File: src/rtl/bcd_timer_display.sv
// bcd_timer_display: six-digit BCD stopwatch/counter that drives six active-low
// 7-segment displays and a run LED.
//
// Ports:
//   clock_50      system clock (50 MHz)
//   reset         asynchronous, active-high reset
//   start_stop_n  active-low key; each press toggles run/pause
//   clear_n       active-low key; each press clears the count and stops
//   up_down       count direction, 1 = up, 0 = down; sampled on each tick
//   running       high while in RUN (registered)
//   tick          one-cycle pulse on each count step
//   hex0..hex5    active-low segments {g,f,e,d,c,b,a}; hex0 = least significant
//
// Parameter TICK_DIV: clock_50 cycles per count tick (2..2^26).
// Optional macro LEADING_ZERO_BLANK_EN: when defined, hex5..hex1 are blanked
// while that digit and every more-significant digit are zero.
module bcd_timer_display #(
  parameter int TICK_DIV = 50000000
) (
  input  logic       clock_50,
  input  logic       reset,
  input  logic       start_stop_n,
  input  logic       clear_n,
  input  logic       up_down,
  output logic       running,
  output logic       tick,
  output logic [6:0] hex0,
  output logic [6:0] hex1,
  output logic [6:0] hex2,
  output logic [6:0] hex3,
  output logic [6:0] hex4,
  output logic [6:0] hex5
);

  localparam int NUM_DIGITS = 6;
  localparam int PW = $clog2(TICK_DIV);
  localparam logic [PW-1:0] PRE_MAX = PW'(TICK_DIV - 1);

  typedef enum logic [1:0] {IDLE, RUN, PAUSE} state_t;

  state_t                          state;
  logic   [PW-1:0]                 presc;
  logic   [NUM_DIGITS-1:0][3:0]    digits;
  logic   [NUM_DIGITS-1:0][3:0]    digits_nxt;
  logic   [NUM_DIGITS-1:0]         blank;
  logic   [NUM_DIGITS-1:0][6:0]    seg;
  logic   [1:0]                    keys_n;
  logic   [1:0]                    press;
  logic                            ss_p;
  logic                            clr_p;

  // Key conditioning: key_pipe[1:0] is the 2-FF synchroniser, key_pipe[2]
  // holds the previous synchronised level. The press pulse is registered so it
  // is active 3 edges after the pin falls. Everything resets to the released
  // level so no press appears when reset deasserts.
  assign keys_n = {clear_n, start_stop_n};

  for (genvar k = 0; k < 2; k++) begin : g_key
    logic [2:0] key_pipe;
    logic       press_q;
    always_ff @(posedge clock_50 or posedge reset) begin
      if (reset) begin
        key_pipe <= '1;
        press_q  <= 1'b0;
      end else begin
        key_pipe <= {key_pipe[1:0], keys_n[k]};
        press_q  <= key_pipe[2] & ~key_pipe[1];
      end
    end
    assign press[k] = press_q;
  end

  assign ss_p  = press[0];
  assign clr_p = press[1];

  // Run/pause state machine; clear wins over start_stop in the same cycle.
  always_ff @(posedge clock_50 or posedge reset) begin
    if (reset) begin
      state   <= IDLE;
      running <= 1'b0;
    end else if (clr_p) begin
      state   <= IDLE;
      running <= 1'b0;
    end else if (ss_p) begin
      case (state)
        IDLE:    begin state <= RUN;   running <= 1'b1; end
        RUN:     begin state <= PAUSE; running <= 1'b0; end
        PAUSE:   begin state <= RUN;   running <= 1'b1; end
        default: begin state <= IDLE;  running <= 1'b0; end
      endcase
    end
  end

  // Prescaler advances only in RUN and holds in PAUSE so the tick phase
  // survives a pause/resume.
  assign tick = (state == RUN) && (presc == PRE_MAX);

  always_ff @(posedge clock_50 or posedge reset) begin
    if (reset)                       presc <= '0;
    else if (clr_p || state == IDLE) presc <= '0;
    else if (state == RUN)           presc <= tick ? '0 : presc + 1'b1;
  end

  // BCD ripple: each digit moves only while every lower digit wraps.
  always_comb begin
    logic carry;
    digits_nxt = digits;
    carry      = 1'b1;
    for (int i = 0; i < NUM_DIGITS; i++) begin
      if (carry) begin
        if (up_down) begin
          if (digits[i] >= 4'd9) digits_nxt[i] = 4'd0;
          else begin
            digits_nxt[i] = digits[i] + 4'd1;
            carry         = 1'b0;
          end
        end else begin
          if (digits[i] == 4'd0 || digits[i] > 4'd9) digits_nxt[i] = 4'd9;
          else begin
            digits_nxt[i] = digits[i] - 4'd1;
            carry         = 1'b0;
          end
        end
      end
    end
  end

  // A tick in the same cycle as a clear pulse is dropped.
  always_ff @(posedge clock_50 or posedge reset) begin
    if (reset)      digits <= '0;
    else if (clr_p) digits <= '0;
    else if (tick)  digits <= digits_nxt;
  end

`ifdef LEADING_ZERO_BLANK_EN
  always_comb begin
    logic zero_above;
    blank      = '0;
    zero_above = 1'b1;
    for (int i = NUM_DIGITS - 1; i >= 1; i--) begin
      zero_above = zero_above & (digits[i] == 4'd0);
      blank[i]   = zero_above;
    end
  end
`else
  assign blank = '0;
`endif

  // Per-digit segment encoder, combinational from the registered digits.
  for (genvar i = 0; i < NUM_DIGITS; i++) begin : g_seg
    logic [6:0] seg_l;
    always_comb begin
      seg_l = 7'b1111111;
      if (!blank[i]) begin
        case (digits[i])
          4'd0:    seg_l = 7'b1000000;
          4'd1:    seg_l = 7'b1111001;
          4'd2:    seg_l = 7'b0100100;
          4'd3:    seg_l = 7'b0110000;
          4'd4:    seg_l = 7'b0011001;
          4'd5:    seg_l = 7'b0010010;
          4'd6:    seg_l = 7'b0000010;
          4'd7:    seg_l = 7'b1111000;
          4'd8:    seg_l = 7'b0000000;
          4'd9:    seg_l = 7'b0010000;
          default: seg_l = 7'b1111111;
        endcase
      end
    end
    assign seg[i] = seg_l;
  end

  assign hex0 = seg[0];
  assign hex1 = seg[1];
  assign hex2 = seg[2];
  assign hex3 = seg[3];
  assign hex4 = seg[4];
  assign hex5 = seg[5];

endmodule
File: config.mk
export PLATFORM = sky130hd
export DESIGN_NAME = bcd_timer_display
export DESIGN_NICKNAME = d
export VERILOG_FILES = /design/src/rtl/bcd_timer_display.sv
export SDC_FILE = /design/constraint.sdc
export NUM_CORES = 1
export LEC_CHECK = 0
export CORE_MARGIN = 3
export CORE_UTILIZATION = 45
export DETAILED_ROUTE_END_ITERATION = 7
export PLACE_DENSITY = 0.65
export SLEW_MARGIN = 15
export SYNTH_ARGS = -nofsm -noshare
export SYNTH_HDL_FRONTEND = slang
export SYNTH_SLANG_ARGS = --single-unit
File: constraint.sdc
create_clock -name clock_50 -period 2.6 [get_ports clock_50]
set_clock_uncertainty 0.15 [all_clocks]
set_input_delay 0.52 -clock clock_50 [delete_from_list [all_inputs] [get_ports clock_50]]
set_output_delay 0.52 -clock clock_50 [all_outputs]
set_load 0.005 [all_outputs]
==> out/qor.csv, run 1 <==
metric,value,unit
status,finished clean,
final setup violation count,0,
buffer and inverter count on the worst path,2,
IO Port Bufs,48,
Post-synth EDFFs,0,
initial antenna violation count,0,
Worst Tran Pin Value,495,ps
GRT Util Overall,23.0,%
core area,10400,um2
CTS sink cnt,60,
Yosys cell types,63,
period utilization,98.7,%
vias in the first global route,4650,
Worst-path clk slew,70,ps
post-synthesis mux area share,1.27,%
GR Util met1,30.6,%
GRT busiest layer,met2,
Initial Util,46.5,%
Via density,5.89,
max-cap violations,0,
leak pwr,2.90,nW
CP arrival,1900,ps
worst-skew pair later-pin latency,350,ps
grt met3 use,3.41,%
1st-pass router iterations,5,
placed instance area,5830,um2
IO Count,49,
design area,6440,um2
share of layout cells above drive strength 1,24.7,%
diodes inserted,0,
Worst Hold Slack,206,ps
Fmax,0.390,GHz
pin count of the biggest net entering global routing,61,
ys flop type,dfrtp_1,
area grow syn2layout,33.0,%
Overflow after GRT,0,
Inst Count DP,835,
DRC errors left,0,
gpl congestion,0.889,
Synthesized Nets,663,
# H-tree levels,3,
Num CTS Buffers,9,
root buffer cell,clkbuf_8,
hold-fix buffers at CTS,0,
DR vias,5144,
first-pass GRT wire length,22500,um
Period minus WS final,2570,ps
Max IR drop VDD,553,uV
Rows,37,
"delay-heaviest family, CP",buffers and inverters,
post-route antenna net violation count,0,
full die area,12000,um2
Post-Syn Instances,623,
DP HPWL,9580,um
first-iteration detailed-routing DRC count,319,
Horiz. Die Dim,110,um
Synth Area per Inst,7.77,um2
DR WL/cell,15.8,um
Tightest Hold Check Type,reg -> reg,
Adder-Cell Fraction of Synth Area,9.04,%
Rel. slew slack,66.7,%
# nets final,772,
register area share after synthesis,31.2,%
XOR/XNOR share of the synthesized area,1.45,%
ys async rst share,100,%
Startpoint Class,register,
CP cell instances,"buf_4, ha_2, nor2_2, a21oi_2, clkdlybuf4s50_1",
Syn Std Cell Area,4840,um2
register bit total from synthesis,60,
Worst path max stage delay,530,ps
Synth Area in Simple Gates,24.4,%
Final Hold Viols,0,
CP Class,reg -> out,
CP Capture Type,output port,
RSZ-0062 raised after global routing,yes,
fin cells,873,
Synth Warn #,0,
final WL,13800,um
Synth Area in Compound Gates,27.7,%
critical-path cell with the highest stage delay,clkdlybuf4s50_1,
worst-path fanout max,5,
critical path data required time,1930,ps
CTS max path bufs,2,
DIE HEIGHT,110,um
largest family of logic cells by synthesized area,compound AO/OA/AOI/OAI gates,
final count of pins violating max slew,0,
global routing usage on met2,39.2,%
TritonCTS clock tree,done,
pwr dens,843,nW/um2
-- layer usage --
metal / vias to the layer above / part of all wire [%]
li1: 2507 / -
met1: 2462 / 45
met2: 159 / 49
met3: 16 / 4.7
met4: 0 / 1.1
met5: - / 0
-- power by group --
group / switching (mW) / internal [mW] / leakage (nW)
clock network: 0.392 / 0.561 / 0.113
logic: 1.59 / 1.64 / 2.01
registers: 0.191 / 1.05 / 0.772
total: 2.17 / 3.26 / 2.90
-- cells by family (layout without fill, tap and decap cells) --
family,count (synthesis),in the layout
muxes,6,6
and+or+nand+nor,230,230
AOI/OAI and AO/OA,221,221
buffers and inverters,63,177
xor gates and xnor gates,8,8
adders and majority gates,35,35
DFF,60,60
-- layout by cell type, fill, tap and decap left out, types with 9 or more instances in the layout --
master,Yosys,routed
a21oi_1,55,46
a21oi_2,0,9
a31oi_1,33,33
buf_4,0,76
clkbuf_8,0,10
clkdlybuf4s50_1,0,24
dfrtp_1,54,42
dfrtp_2,0,12
dlymetal6s2s_1,0,16
ha_1,35,18
ha_2,0,10
inv_1,29,14
inv_2,0,13
nand2_1,61,61
nand2b_1,9,9
nand3_1,26,26
nor2_1,51,45
nor3_1,21,21
o21ai_0,66,63
o31ai_1,16,16
-- synthesized netlist by cell type (6+ instances only) --
| master | count | share of area (%) |
|---|---|---|
| a211oi_1 | 8 | 1.2 |
| a21oi_1 | 55 | 5.7 |
| a31oi_1 | 33 | 4.3 |
| and3_1 | 6 | 0.78 |
| clkbuf_1 | 22 | 1.7 |
| dfrtp_1 | 54 | 28 |
| dfstp_2 | 6 | 3.3 |
| ha_1 | 35 | 9.0 |
| inv_1 | 29 | 2.2 |
| nand2_1 | 61 | 4.7 |
| nand2b_1 | 9 | 1.2 |
| nand3_1 | 26 | 2.7 |
| nand4_1 | 6 | 0.78 |
| nor2_1 | 51 | 4.0 |
| nor2b_1 | 8 | 1.0 |
| nor3_1 | 21 | 2.2 |
| o211ai_1 | 7 | 1.1 |
| o21ai_0 | 66 | 6.8 |
| o21bai_1 | 6 | 0.93 |
| o31ai_1 | 16 | 2.5 |
| or2_2 | 8 | 1.0 |
| or3_1 | 6 | 0.78 |
| xor2_1 | 7 | 1.3 |
-- sequential cells by signal, summed over array words and instances (netlist names) --
name / flops
g_key.press_q: 1
clr_p: 1
digits: 24
g_key.key_pipe: 6
presc: 26
state: 2
-- timing repair --
action	4_1_cts	5_1_grt
buffers inserted	13	9
setup endpoints to repair	32	41
pin swaps	5	6
resized for setup	48	54
-- path summary, 6_finish.rpt --
path	startpoint	endpoint	slack, ps	cells after the start
max	digits[12]	hex3[6]	30	5
min	g_key[0].key_pipe[0]	g_key[0].key_pipe[1]	210	0
max reg2reg	digits[13]	digits[17]	180	10
min reg2reg	g_key[0].key_pipe[0]	g_key[0].key_pipe[1]	210	0
max in group asynchronous	reset	g_key[1].key_pipe[2]	1600	3
min in group asynchronous	reset	presc[16]	410	3
-- stage by stage --
step	TNS [ps]	total power, mW	setup WS (ps)	util [%]
6_report	0	5.43	32.9	61.8
5_1_grt	-21.1	5.83	-13.4	61.8
4_1_cts	-113	5.34	-113	59.8
3_5_place_dp	-1840	4.28	-219	56.0
3_3_place_gp	-745	4.24	-144	56.0
2_1_floorplan	0	2.84	218	-
-- cell type report --
cell class,instances,area [um2]
well taps,136,170
repair buffers,127,1130
inverters,34,134
clock inverters,5,75.1
clock buffers,11,141
flip-flops and latches,60,1520
fillers,911,3980
multi-input cells,500,3270
Note: power is estimated with default switching activity, not from simulation.
==> run 2, diff against run 1 <==
--- a/config.mk
+++ b/config.mk
@@ -6,9 +6,8 @@
 export NUM_CORES = 1
 export LEC_CHECK = 0
 export CORE_MARGIN = 3
-export CORE_UTILIZATION = 45
+export CORE_UTILIZATION = 35
 export DETAILED_ROUTE_END_ITERATION = 7
-export PLACE_DENSITY = 0.65
 export SLEW_MARGIN = 15
 export SYNTH_ARGS = -nofsm -noshare
 export SYNTH_HDL_FRONTEND = slang
==> run 2 against run 1 <==
Compared with the run above:
- combinational power grew 2%
- flip-flop and latch count did not move
- sequential share of layout area fell by 0.66 points
- via count is essentially flat
- sequential power is essentially flat
- design area is 2.6% higher
- non-clock buffer count increased by 7
- cell count grew 5.4%
- critical path depth unchanged
- count of clock-buffer cells in the layout fell by 1
- global-route usage is 5.0 points lower
- critical endpoint is now hex3[5]
==> out/qor.csv, run 2 (synthesis results as in run 1) <==
metric,value,unit,change
status,finished clean,,
DIE HEIGHT,124,um,+13%
diodes inserted,0,,unchanged
CTS max path bufs,2,,unchanged
Period minus WS final,2520,ps,-50.9 ps
P_int,3.59,mW,+10%
pin count of the biggest net entering global routing,46,,-25%
net switching power,2.19,mW,+0.67%
gpl congestion,0.870,,-2.1%
hold-fix buffers at CTS,0,,unchanged
Rel. slew slack,65.2,%,-1.5 points
sequential share of power,21.0,%,-1.9 points
CTS sink cnt,60,,unchanged
critical path data required time,1930,ps,about the same
Worst Hold Slack,198,ps,-8.08 ps
Num CTS Buffers,9,,unchanged
share of layout cells above drive strength 1,23.3,%,-1.4 points
leak pwr,3.01,nW,+4.0%
# nets final,779,,+0.91%
# H-tree levels,3,,unchanged
root buffer cell,clkbuf_16,,
Combinational Power Share,57.1,%,-2.4 points
worst-skew pair later-pin latency,330,ps,-20 ps
full die area,15300,um2,+27%
DRC errors left,0,,unchanged
Rows,42,,+14%
GRT Util Overall,18.0,%,-5.0 points
Worst Tran Pin Value,517,ps,+22.3 ps
Horiz. Die Dim,124,um,+13%
Sw Share,37.8,%,-2.2 points
first-pass GRT wire length,22600,um,+0.67%
final WL,13900,um,+0.27%
Max IR drop VDD,395,uV,-29%
DR vias,5147,,+0.058%
vias in the first global route,4809,,+3.4%
register area,1520,um2,-0.25%
period utilization,96.8,%,-2.0 points
Overflow after GRT,0,,unchanged
multi-input logic area,3240,um2,-0.88%
initial antenna violation count,0,,unchanged
CP Class,reg -> out,,
IO Count,49,,unchanged
Tightest Hold Check Type,reg -> reg,,
final count of pins violating max slew,0,,unchanged
pwr dens,874,nW/um2,+3.8%
Fmax,0.397,GHz,+2.0%
Worst-path clk slew,60,ps,about the same
post-route antenna net violation count,0,,unchanged
DP HPWL,9880,um,+3.2%
part of the power in the clock network,21.9,%,+4.3 points
DR WL/cell,15.1,um,-4.9%
TritonCTS clock tree,done,,
worst-path fanout max,11,,+6
RSZ-0062 raised after global routing,yes,,
Final Util,49.3,%,-13 points
biggest regs,"presc: 26 flops, digits: 24 flops, g_key.key_pipe: 6 flops",,
1st-pass router iterations,5,,unchanged
CP Capture Type,output port,,
setup_tns,0,ps,unchanged
max-cap violations,0,,unchanged
Via density,5.59,,-5.1%
"commonest non-fill, non-tap cell in the layout",buf_4,,
core area,13400,um2,+29%
first-iteration detailed-routing DRC count,354,,+11%
Final Hold Viols,0,,unchanged
Largest register FFs,26,,unchanged
Top reg by flops,presc,,
final setup violation count,0,,unchanged
fillers,1285,,+41%
area grow syn2layout,36.5,%,
IO Port Bufs,48,,unchanged
CP arrival,1850,ps,-50 ps
Initial Util,36.1,%,-10 points
Startpoint Class,register,,
most frequent cells in the layout,"buf_4 (85), o21ai_0 (62), nand2_1 (61)",,
-- run 2: area by class of cell --
class                   count  area share [%]
inverters                  34            1.97
clock inverters             6            1.34
well taps                 176            3.33
multi-input cells         500            49.0
flip-flops and latches     60            23.0
clock buffers              10            3.46
repair buffers            134            17.9
-- run 2: worst paths after layout --
kind / from / endpoint / slack (ps) / depth (start not counted)
setup / recovery: digits[15] / hex3[5] / 80 / 5
hold / removal: g_key[1].key_pipe[0] / g_key[1].key_pipe[1] / 200 / 0
setup reg to reg: digits[4] / digits[23] / 170 / 9
hold reg to reg: g_key[1].key_pipe[0] / g_key[1].key_pipe[1] / 200 / 0
max in group asynchronous: reset / g_key[0].key_pipe[2] / 1350 / 3
min in group asynchronous: reset / digits[18] / 340 / 2
-- run 2: repair_timing --
action | in CTS | in global routing
buffers inserted | 8 | 12
gates resized for setup | 41 | 41
pin swaps | 1 | 5
endpoints found under the setup margin | 31 | 45
-- run 2: power by group through the flow --
stage | Sequential, mW | Clock, mW | Combinational, mW
2_1_floorplan | 1.16 | 0 | 1.68
6_report | 1.22 | 1.27 | 3.30
3_3_place_gp | 1.22 | 0 | 3.03
3_5_place_dp | 1.23 | 0 | 3.07
4_1_cts | 1.22 | 1.29 | 3.15
5_1_grt | 1.23 | 1.35 | 3.65
-- run 2: stage by stage --
| step | cells | power, mW | instance area [um2] | setup slack [ps] |
|---|---|---|---|---|
| floorplan | 623 | 2.84 | 4840 | 218 |
| global route | 920 | 6.23 | 6610 | -29.2 |
| detailed placement | 884 | 4.30 | 5940 | -239 |
| finish | 920 | 5.78 | 6610 | 83.8 |
| global placement | 884 | 4.26 | 5940 | -153 |
| CTS | 908 | 5.66 | 6400 | -67.1 |
-- run 2: metal layers --
layer  up-vias  track usage (%)  wire length [um]
met1      2482             24.4              6380
li1       2522                -                 -
met3        16             3.00               569
met5         -                0                 0
met4         0             4.50               182
met2       127             30.1              6710
-- run 2: worst max-delay path: stages, from the launching register on --
cell,delay (ps)
dfrtp_2,480
buf_4,180
nand2_1,90
o21ai_0,100
a21oi_1,160
clkdlybuf4s50_1,520
==> run 3, diff against run 2 <==
--- a/config.mk
+++ b/config.mk
@@ -8,6 +8,7 @@
 export CORE_MARGIN = 3
 export CORE_UTILIZATION = 35
 export DETAILED_ROUTE_END_ITERATION = 7
+export SKIP_CTS_REPAIR_TIMING = 1
 export SLEW_MARGIN = 15
 export SYNTH_ARGS = -nofsm -noshare
 export SYNTH_HDL_FRONTEND = slang
==> run 3 against run 2 <==
Compared with the run above:
- die area unchanged
- total power down 0.26%
- cell count down 0.43%
- register-to-register slack better by 20 ps
- maximum frequency down 6.3%
- critical path depth down 1
- the flow now finishes with violations (setup timing)
- non-clock buffer count down 4
- count of clock-buffer cells in the layout unchanged
- wire length down 0.65%
- global-route usage down 0.18 points
- largest power group unchanged
- highest routed layer unchanged
- sequential share of layout area about the same
==> out/qor.csv, run 3 (synthesis results as in run 1) <==
metric,value,unit,change
Rows,42,,unchanged
HP Start,g_key[1].key_pipe[0],,
gpl congestion,0.870,,unchanged
Startpoint Class,register,,
first-iteration detailed-routing DRC count,327,,-7.6%
# H-tree levels,3,,unchanged
full die area,15300,um2,unchanged
CTS sink cnt,60,,unchanged
"commonest non-fill, non-tap cell in the layout",buf_4,,
IO Port Bufs,48,,unchanged
critical path data required time,1930,ps,about the same
post-route antenna net violation count,0,,unchanged
biggest regs,"presc: 26 flops, digits: 24 flops, g_key.key_pipe: 6 flops",,
Tightest Hold Check Type,reg -> reg,,
pwr dens,873,nW/um2,-0.11%
max-cap violations,0,,unchanged
share of layout cells above drive strength 1,22.8,%,-0.41 points
Top reg by flops,presc,,
Num CTS Buffers,9,,unchanged
hold worst-path end,g_key[1].key_pipe[1],,
Overflow after GRT,0,,unchanged
worst reg-to-reg setup slack,190,ps,+20 ps
core area,13400,um2,unchanged
pin count of the biggest net entering global routing,46,,unchanged
final setup violation count,1,,+1
Fmax,0.373,GHz,-6.3%
Period minus WS final,2680,ps,+168 ps
Final WS setup,-84.0,ps,-168 ps
GRT Util Overall,17.8,%,-0.18 points
DRC errors left,0,,unchanged
Rel. slew slack,66.1,%,+0.89 points
worst-skew pair later-pin latency,330,ps,about the same
Inst Count DP,884,,unchanged
Horiz. Die Dim,124,um,unchanged
leak pwr,3.02,nW,+0.37%
fin cells,916,,-0.43%
DP HPWL,9880,um,unchanged
worst reg2reg startpoint,digits[4],,
Final Hold Viols,0,,unchanged
# nets final,775,,-0.51%
RSZ-0062 raised after global routing,yes,,
CP arrival,2010,ps,+160 ps
placed instance area,5940,um2,unchanged
IO Count,49,,unchanged
initial antenna violation count,0,,unchanged
period utilization,103,%,+6.5 points
Worst-path clk slew,60,ps,about the same
worst-path fanout max,7,,-4
DR WL/cell,15.0,um,-0.22%
final count of pins violating max slew,0,,unchanged
Hold Crit Depth,0,,unchanged
area grow syn2layout,36.2,%,
CP Capture Type,output port,,
DR vias,5148,,+0.019%
Reg2Reg Depth,9,,unchanged
final WL,13800,um,-0.65%
Initial Util,36.1,%,unchanged
fillers,1275,,-0.78%
CP Class,reg -> out,,
status,"complete, but fails checks",,
1st-pass router iterations,5,,unchanged
design area,6600,um2,-0.15%
DIE HEIGHT,124,um,unchanged
vias in the first global route,4745,,-1.3%
diodes inserted,0,,unchanged
Via density,5.62,,+0.46%
Max IR drop VDD,395,uV,-0.15%
Worst Tran Pin Value,504,ps,-13.2 ps
TritonCTS clock tree,done,,
root buffer cell,clkbuf_16,,
r2r endpoint,digits[23],,
most frequent cells in the layout,"buf_4 (80), o21ai_0 (64), nand2_1 (61)",,
Largest register FFs,26,,unchanged
first-pass GRT wire length,22400,um,-0.88%
CTS max path bufs,2,,unchanged
failing checks,setup timing,,
==> run 3: how the worst max path moves through the flow <==
stage,start,end,slack [ps]
5_1_grt,presc[0],tick,-150
4_1_cts,presc[10],tick,-240
2_1_floorplan,digits[1],digits[17],220
3_3_place_gp,up_down,digits[19],-150
3_5_place_dp,up_down,digits[18],-240
6_report,presc[10],tick,-80
==> run 3: power breakdown <==
group	internal, mW	switching (mW)
logic	1.70	1.58
registers	1.05	0.164
clock network	0.838	0.429
total	3.59	2.17
==> run 3: layout make-up <==
cell class,count,area [um2],share of cell area [%]
clock buffers,10,229,3.47
clock inverters,6,88.8,1.35
inverters,34,128,1.93
multi-input cells,500,3240,49.1
flip-flops and latches,60,1520,23.0
well taps,176,220,3.34
repair buffers,130,1180,17.8
==> run 3: per-stage QoR <==
stage | setup slack, ps | util [%] | setup TNS (ps) | hold slack, ps | power, mW
after floorplan | 218 | - | 0 | 195 | 2.84
after global placement | -153 | 44.3 | -1280 | 196 | 4.26
after detailed placement | -239 | 44.3 | -2210 | 197 | 4.30
after CTS | -235 | 46.7 | -2660 | 199 | 5.60
after global routing | -154 | 49.2 | -157 | 206 | 6.22
final | -84.0 | 49.2 | -84.0 | 198 | 5.76
==> run 3: metal layers <==
| layer | GRT usage, % | vias up | wire length [um] |
|---|---|---|---|
| met5 | 0 | - | 0 |
| met4 | 4.01 | 0 | 129 |
| met3 | 2.91 | 10 | 609 |
| met2 | 29.8 | 138 | 6650 |
| met1 | 24.3 | 2484 | 6370 |
| li1 | - | 2516 | - |
==> run 3: worst max-delay path, stage by stage (launching register included) <==
cell,delay (ps)
dfrtp_1,470
nor4b_4,290
nand4_2,210
nor2_4,190
clkdlybuf4s50_1,520
